$ cat src/rtl/step_register.sv
// step_register: N-bit datapath register with a synchronous parallel load and
// single-step increment and decrement.
//
// inc and dec are treated as level requests. Only their low-to-high transition,
// sampled at clk, moves the value, and it moves by exactly one. This lets slow
// control logic hold a request high for as long as it likes.
//
// Ports
//   clk      system clock; all updates happen on its rising edge
//   rst      asynchronous reset, active-low; clears value and edge history
//   in       parallel load data
//   load     level; while high, the register takes in on every rising edge
//   inc      increment request (rising transition is the event)
//   dec      decrement request (rising transition is the event)
//   out      registered value
//   is_zero  combinational, high when out == 0
//   is_max   combinational, high when out == all ones
module step_register #(
   parameter int unsigned DATA_SIZE = 11
) (
   input  logic                 clk,
   input  logic                 rst,
   input  logic [DATA_SIZE-1:0] in,
   input  logic                 load,
   input  logic                 inc,
   input  logic                 dec,
   output logic [DATA_SIZE-1:0] out,
   output logic                 is_zero,
   output logic                 is_max
);

   logic [DATA_SIZE-1:0] value_q, value_d;
   logic                 inc_q, dec_q;
   logic                 inc_evt, dec_evt;

   // inc_q and dec_q hold the previous request level. A request that is still
   // high after the first edge produces no further event.
   assign inc_evt = inc & ~inc_q;
   assign dec_evt = dec & ~dec_q;

   always_comb begin
      value_d = value_q;
      if (load) begin
         // Any event seen on this edge is discarded, not postponed.
         value_d = in;
      end else if (inc_evt && dec_evt) begin
         value_d = value_q;
      end else if (inc_evt) begin
         value_d = value_q + DATA_SIZE'(1);
      end else if (dec_evt) begin
         value_d = value_q - DATA_SIZE'(1);
      end
   end

   always_ff @(posedge clk or negedge rst) begin
      if (!rst) begin
         value_q <= '0;
         inc_q   <= 1'b0;
         dec_q   <= 1'b0;
      end else begin
         value_q <= value_d;
         // Edge history updates on every edge, including load cycles.
         inc_q   <= inc;
         dec_q   <= dec;
      end
   end

   assign out     = value_q;
   assign is_zero = (value_q == '0);
   assign is_max  = &value_q;

endmodule

$ cat config.mk
export PLATFORM = sky130hd
export DESIGN_NAME = step_register
export DESIGN_NICKNAME = d
export VERILOG_FILES = /design/src/rtl/step_register.sv
export SDC_FILE = /design/constraint.sdc
export NUM_CORES = 1
export LEC_CHECK = 0
export CAP_MARGIN = 20
export CORE_MARGIN = 2
export CORE_UTILIZATION = 30
export CTS_BUF_LIST = sky130_fd_sc_hd__clkbuf_4 sky130_fd_sc_hd__clkbuf_8
export DETAILED_ROUTE_END_ITERATION = 16
export PLACE_DENSITY = 0.59
export SLEW_MARGIN = 15
export SYNTH_ARGS = -nofsm -noshare
export SYNTH_HDL_FRONTEND = slang
export SYNTH_SLANG_ARGS = --single-unit
$ cat constraint.sdc
create_clock -name clk -period 2.1 [get_ports clk]
set_clock_uncertainty 0.1 [all_clocks]
set_input_delay 0.63 -clock clk [delete_from_list [all_inputs] [get_ports clk]]
set_output_delay 0.63 -clock clk [all_outputs]
set_load 0.01 [all_outputs]
Word-level counts from Yosys, hierarchy flattened
Index checks and enable logic that the tools add are counted.
Storage, ports and cells
  bits of input ports: 16
  flip-flop bits (word level): 13
  output and inout port bits: 13
Cells by class
  mux-type cells: 4
  equality and inequality tests: 1
  bitwise logic cells: 4
  add/subtract/negate cells: 2
  reduce and logical (&&, ||, !) cells: 5
Operators with widths (number)
  $mux W11: 4
  $add A11 B1 Y11 const B: 1
  $logic_not A11 Y1: 1
  $reduce_and A11 Y1: 1
  $sub A11 B1 Y11 const B: 1
  $reduce_bool A3 Y1: 1
  $and A1 B1 Y1: 2
  $ne A2 B2 Y1 const B: 1
  $not A1 Y1: 2
  $reduce_and A2 Y1: 1
  $logic_and A1 B1 Y1: 1

Longest topological paths before layout
Gate-level depths: netlist of run 1.
  depth after elaboration: 6
  mapped depth: 9
  mapped depth without buffers: 9

Worst setup path after synthesis of run 1
Ideal clock, no wire load.
  path kind: input -> register
  from: input port inc
  to: register value_q[6] (netlist: out[6])
  path buffers: 0
  setup slack: -251 ps
  arrival time: 2127 ps
  stages on the path: 9
  library setup time: 125 ps
  cells stage by stage: nand2b_2 inv_2 fa_1 nor2b_1 o2111ai_1 nand2_1 xnor2_1 a21oi_1 mux2_2
Between the ends
  longest elaborated chain between the ends: 4
Ends and longest elaborated chain
  start, declared: line 25  | input logic inc,
  $and A1 B1 Y1 (*): line 38  | assign inc_evt = inc & ~inc_q;
  $mux W11 or $logic_and A1 B1 Y1 (tied branches): line 48, 46
  $mux W11 or $ne A2 B2 Y1 (tied branches)
  $mux W11 or $reduce_and A2 Y1 (tied branches)
  end signal, assigned: line 61  | value_q <= value_d;
  end, declared: line 32  | logic [DATA_SIZE-1:0] value_q, value_d;
Mark *: on every way between the ends. The rest lies on a longest branch, timed or not. The select of a mux whose other input is x is not followed.
A chain may end at the register's enable or synchronous reset.

Worst setup path after layout of run 1
Same ends and word-level chain as after synthesis.

==> results by group, run 1 <==
Clock network
  – Clk_lat worst skew: ~0.28 ns
  – Clock buffer count from CTS: 3
  – CTS Root Cell: clkbuf_4
  – CTS sink cnt: 13
  – CTS tree: built
  – H-tree Lvls: 1
  – Longest Clk Path Bufs: 2
  – Worst-path clk slew: 0.08 ns

Synth
  – Post-Syn Area per Cell: 9.00 um2
  – Dominant synthesized flop cell: dfrtp_1
  – Mapped Area: 1100 um2
  – Yosys top cell area share: 0.296
  – Gate Count Post-Synth: 122
  – EDFF count, synth: 0
  – Synth warnings: 0
  – Post-synthesis sequential area ratio: 0.296
  – Syn_nets: 148
  – Netlist cell types: 37
  – Post-synth ARST share: 1.00
  – Synth area leaders: dfrtp_1, ha_1, mux2_2
  – Seq cells post-synth: 13
  – Synth area leader: dfrtp_1

Cells and area
  – Multi-input logic area: 988 um2
  – Filler cells: 301
  – Most common cell after layout, fill and taps aside: buf_4
  – Final Net Count: 222
  – Syn-to-layout area delta: 84.9%
  – Share of cells above drive strength 1: 0.456
  – Register area: 325 um2
  – # diodes: 0
  – Most frequent cells in the layout: buf_4, clkdlybuf4s50_1, dfrtp_1
  – Design area: 2030 um2

Floorplanning
  – Initial Util: 0.322
  – Core Rows: 21
  – CORE AREA: 3420 um2
  – Die Y-Extent: 64.5 um
  – Die ar.: approximately 4200 um2
  – I/O pin count: 29
  – Die Width: 64.5 um

STA
  – Tmin final: roughly 2.2 ns
  – Unrepaired setup endpoints after global routing: true
  – Final worst setup slack: -0.0697 ns
  – Final Hold Slack: a little under 0.4 ns
  – Max_slew headroom: 0.783
  – Endpoints failing hold: 0
  – Total negative setup slack: -0.278 ns
  – Max Slew Vio Count: 0
  – Setup Viol. Count Final: 7
  – Tightest Pin Transition: ~0.32 ns
  – Final period utilization: 1.03
  – Fmax: 0.461 GHz

Global routing
  – Vias in the first global route: ~1200
  – First-pass GRT wire length: 5730 um
  – Initial antenna violation count: 0
  – Total track usage: 0.176
  – Overflow after GRT: 0
  – Largest net degree at the start of global routing: 14

Routing
  – Via/cell ratio: just over 5
  – DRT Pass-1 Iters: 4
  – DRT iter0 DRCs: 28
  – Post-route DRC: 0
  – Post-route ant nets: 0
  – Via total after detailed routing: 1214
  – Detailed Route WL: 3480 um
  – Routed length per instance: ~14 um

Setup path
  – Startpoint Class: input pin
  – R2r endpoint: out[6]
  – Crit Path Class: input pin to flip-flop
  – CP Data Arrival Time: 2.23 ns
  – Worst R2R Setup Slack: -0.04 ns
  – Reg2reg start: inc_q
  – Critical Path RT: 2.16 ns
  – Reg2Reg Depth: 9
  – Critical path capture point type: flip-flop
  – Worst-path fanout max: 4

Place
  – Place WS: -0.874 ns
  – Port-buffer cells: 28
  – Detail Placement HPWL: 2530 um
  – DP Area: 1750 um2
  – RD Place Congestion: 0.845

Run status
  – Outcome: finished with violations
  – Failing checks: negative setup slack

Hold path
  – Hold path cells: 1
  – Worst Min Path Start: inc
  – Worst Hold Path EP: inc_q
  – Worst Hold Class: input pin to flip-flop

Power and ir drop
  – PD cells: 723 nW/um2
  – Leakage power: between 0.9 and 1 nW
  – Overall power: 1.47 mW
  – VDD IR-drop max: approximately 370 uV

Job
  – Max Cap Violations: 0
## worst max-delay path by stage
| stage | start | to | slack [ns] |
|---|---|---|---|
| floorplan | inc | out[9] | -0.13 |
| global placement | inc | out[8] | -0.83 |
| detailed placement | inc | out[9] | -0.87 |
| CTS | out[0] | is_zero | -0.1 |
| global route | inc_q | out[8] | -0.17 |
| finish | inc | out[6] | -0.07 |
## metal layers
| metal | vias to the layer above | wire length (um) | GRT usage |
|---|---|---|---|
| met5 | - | 0 | 0 |
| met4 | 0 | 45 | 0.0559 |
| met3 | 6 | 75 | 0.0191 |
| met2 | 21 | 1710 | 0.294 |
| met1 | 576 | 1650 | 0.238 |
| li1 | 611 | - | - |
## repair_timing
item,in CTS,in global routing
cloned,1,0
setup buffers,4,2
hold buffers,0,0
pin swaps,13,7
endpoints found under the hold margin,0,0
setup endpoints to repair,13,14
resized for setup,33,22
## cell families (layout without fill, tap and decap cells)
group	count (synthesis)	count (layout)	share of synthesized area
simple gates	45	46	0.213
mux	7	7	0.0706
fa+ha+maj	10	10	0.121
flops	13	13	0.296
buf+inv	7	79	0.0273
compound gates	33	33	0.192
xor+xnor	7	7	0.0797
## where the power goes
part	switching, mW	total, mW	internal, mW	leakage (nW)
Combinational	0.434	0.963	0.529	0.744
Sequential	0.0475	0.341	0.293	0.151
Clock	0.0782	0.165	0.0866	0.0184
## synthesized netlist by cell type, types with 2 or more instances
cell	count
dfrtp_1	13
nand2_1	10
a21oi_1	11
inv_1	3
xnor2_1	4
nand4_1	2
nand2b_1	3
a21o_1	3
ha_1	9
o21bai_1	3
o2111ai_1	2
mux2_2	6
nand3_1	2
nor2b_1	2
o21ai_0	6
clkbuf_1	2
o21a_1	2
nor3_1	4
nor2_1	10
nor4_1	7
o31ai_1	2
## sequential cells by signal, indices dropped and copies added (netlist names)
signal,flops
inc_q,1
out,11
dec_q,1
## worst max-delay path: stages
cell	delay (ns)
buf_6	0.11
nand2b_4	0.11
inv_4	0.05
fa_2	0.42
nor2b_4	0.16
o2111ai_4	0.15
nand2_2	0.10
xnor2_1	0.12
a21oi_1	0.11
mux2_2	0.26
## per-stage QoR
stage / instances / utilization
6_report: 241 / 0.595
5_1_grt: 241 / 0.595
4_1_cts: 239 / 0.562
3_5_place_dp: 230 / 0.511
3_3_place_gp: 230 / 0.511
2_1_floorplan: 122 / -
## cell type report
type                    count  share of cell area
clock buffers               4              0.0148
flip-flops and latches     13               0.160
inverters                   4             0.00863
well taps                  46              0.0283
multi-input cells         103               0.487
repair buffers             71               0.301
No activity file was read; power rests on OpenSTA's default activity.
==> run 2, diff against run 1 <==
Settings changed: CAP_MARGIN 20 to default, CELL_PAD_IN_SITES_DETAIL_PLACEMENT from default to 1, CELL_PAD_IN_SITES_GLOBAL_PLACEMENT from default to 2, CORE_UTILIZATION 30 to 26, PLACE_DENSITY 0.59 to 0.79.
==> run 2 against run 1 <==
Effect of this change:
- the run still ends with negative setup slack left
- via count rose by 2.9%
- largest power group unchanged
- setup slack got worse by 0.015 ns
- highest routed layer unchanged
- hold slack improved by 0.012 ns
- maximum frequency fell by 0.67%
- global-route usage rose by 1.1 points
- clock power rose by 59%
- first-iteration DRC count fell by 25%
==> results by group, run 2 (synthesis results as in run 1) <==
Run status
  – Outcome: finished with violations (unchanged)
  – Failing checks: negative setup slack (unchanged)

Clock network
  – Clk_lat worst skew: 0.26 ns (was 0.28 ns)
  – CTS sink cnt: 13 (unchanged)
  – Hold_buf cts: 0 (unchanged)
  – CTS tree: built (unchanged)
  – Worst-path clk slew: 0.07 ns (was 0.08 ns)
  – Longest Clk Path Bufs: 2 (unchanged)
  – CTS Root Cell: clkbuf_8 (was clkbuf_4)
  – Clock buffer count from CTS: 3 (unchanged)
  – H-tree Lvls: 1 (unchanged)

STA
  – Endpoints failing hold: 0 (unchanged)
  – Tmin final: 2.18 ns (was 2.17 ns)
  – Max_slew headroom: 0.800 (was 0.783)
  – Max Slew Vio Count: 0 (unchanged)
  – Final Hold Slack: 0.396 ns (was 0.384 ns)
  – Final period utilization: 1.04 (was 1.03)
  – Unrepaired setup endpoints after global routing: true (unchanged)
  – Total negative setup slack: -0.185 ns (was -0.278 ns)
  – Tightest Pin Transition: 0.298 ns (was 0.323 ns)
  – Fmax: 0.458 GHz (was 0.461 GHz)
  – Final worst setup slack: -0.0842 ns (was -0.0697 ns)
  – Setup Viol. Count Final: 3 (was 7)

Floorplanning
  – Die ar.: 4760 um2 (was 4160 um2)
  – Core Rows: 23 (was 21)
  – Die Y-Extent: 69 um (was 64.5 um)
  – Die Width: 69 um (was 64.5 um)
  – Initial Util: 0.273 (was 0.322)
  – I/O pin count: 29 (unchanged)
  – CORE AREA: 4030 um2 (was 3420 um2)

Routing
  – Via/cell ratio: 5.10 (was 5.04)
  – Post-route DRC: 0 (unchanged)
  – DRT Pass-1 Iters: 4 (unchanged)
  – Detailed Route WL: 4450 um (was 3480 um)
  – Post-route ant nets: 0 (unchanged)
  – DRT iter0 DRCs: 21 (was 28)
  – Via total after detailed routing: 1249 (was 1214)
  – Routed length per instance: 18.1 um (was 14.4 um)

Setup path
  – Critical path capture point type: flip-flop (unchanged)
  – CP top delay family: compound AO/OA/AOI/OAI gates (was adder cells)
  – Startpoint Class: flip-flop (was input pin)
  – Crit-path max cell delay: 0.40 ns (was 0.42 ns)
  – Most frequent CP cell: a21oi_2
  – CP bufs+invs: 0 (was 2)
  – Worst-path fanout max: 5 (was 4)
  – CP Data Arrival Time: 2.23 ns (about the same)
  – Critical Path RT: 2.14 ns (was 2.16 ns)
  – Crit Path Class: flip-flop to flip-flop (was input pin to flip-flop)
  – Crit path cell chain: nand2b_4, ha_4, a21o_1, a21oi_2, a21oi_2, or3_1, a21oi_2, o31ai_2 (was buf_6, nand2b_4, inv_4, fa_2, nor2b_4, o2111ai_4, nand2_2, xnor2_1, a21oi_1, mux2_2)
  – Crit-path slowest cell: or3_1 (was fa_2)

Global routing
  – Initial antenna violation count: 0 (unchanged)
  – First-pass GRT wire length: 7110 um (was 5730 um)
  – Vias in the first global route: 1424 (was 1235)
  – Total track usage: 0.187 (was 0.176)
  – Largest net degree at the start of global routing: 14 (unchanged)
  – Overflow after GRT: 0 (unchanged)

Cells and area
  – # diodes: 0 (unchanged)
  – Filler cells: 465 (was 301)
  – Final Net Count: 222 (unchanged)
  – Most frequent cells in the layout: buf_4, clkdlybuf4s50_1, dfrtp_1 (unchanged)
  – Most common cell after layout, fill and taps aside: buf_4 (unchanged)
  – Share of cells above drive strength 1: 0.462 (was 0.456)
  – Syn-to-layout area delta: 82.8% (was 84.9%)
  – Max FFs per register: 11 (unchanged)

Power and ir drop
  – Leakage power: 0.854 nW (was 0.913 nW)
  – VDD IR-drop max: 328 uV (was 365 uV)
  – Clock power share: 0.167 (was 0.112)
  – Pint: 0.964 mW (was 0.909 mW)
  – Sw Pwr: 0.608 mW (was 0.560 mW)
  – PD cells: 782 nW/um2 (was 723 nW/um2)
  – Overall power: 1.57 mW (was 1.47 mW)
  – Combinational power share: 0.622 (was 0.656)
  – Reg power frac: 0.211 (was 0.232)
  – Net Sw Frac: 0.387 (was 0.381)

Hold path
  – Worst Hold Class: input pin to flip-flop (unchanged)

Job
  – Max Cap Violations: 0 (unchanged)

Place
  – Port-buffer cells: 28 (unchanged)
  – RD Place Congestion: 0.812 (was 0.845)
  – Detail Placement HPWL: 3100 um (was 2530 um)
## run 2: cell types whose count changed in the layout (fill, tap and decap cells not counted), sizes merged
cell / change
dlymetal6s2s: -6
clkdlybuf4s50: +6
## run 2: cell type report
type | instances | area [um2] | area share
clock buffer | 4 | 48.8 | 0.0243
multi-input combinational | 103 | 938 | 0.467
sequential | 13 | 325 | 0.162
timing repair buffer | 71 | 616 | 0.307
inverter | 4 | 17.5 | 0.00872
tap | 50 | 62.6 | 0.0312
## run 2: what timing repair did
item,in CTS,in global routing
resized for setup,28,21
cloned,1,0
buffers inserted,3,3
setup endpoints to repair,13,13
pin swaps,15,15
## run 2: worst paths after layout
| kind | endpoint | slack, ns | depth (start not counted) | start |
|---|---|---|---|---|
| worst max-delay path | out[8] | -0.08 | 8 | inc_q |
| worst min-delay path | inc_q | 0.40 | 1 | inc |
| worst max register to register | out[8] | -0.08 | 8 | inc_q |
| worst min register to register | out[5] | 0.59 | 2 | out[5] |
| max in group asynchronous | out[7] | 1.13 | 2 | rst |
| min in group asynchronous | inc_q | 0.58 | 2 | rst |
## run 2: stage by stage
stage	setup slack [ns]	util	instances	instance area [um2]
after floorplan	-0.134	-	122	1150
after global placement	-0.834	0.435	234	1750
after detailed placement	-0.872	0.435	234	1750
after CTS	-0.0851	0.470	242	1900
after global routing	-0.145	0.498	245	2010
final	-0.0842	0.498	245	2010
## run 2: power groups by stage
stage                     sequential, mW  clock (mW)  combinational [mW]
after global routing               0.338       0.279                1.05
after CTS                          0.328       0.260               0.869
final                              0.332       0.262               0.977
after detailed placement           0.331           0               0.809
after floorplan                    0.372           0               0.374
after global placement             0.329           0               0.777
## run 2: layer usage
layer  track usage  vias to the layer above  wire length (um)
met3        0.0336                       12               146
met2         0.341                       27              2340
met1         0.221                      609              1850
met5             0                        -                 0
met4        0.0566                        0               102
li1              -                      601                 -
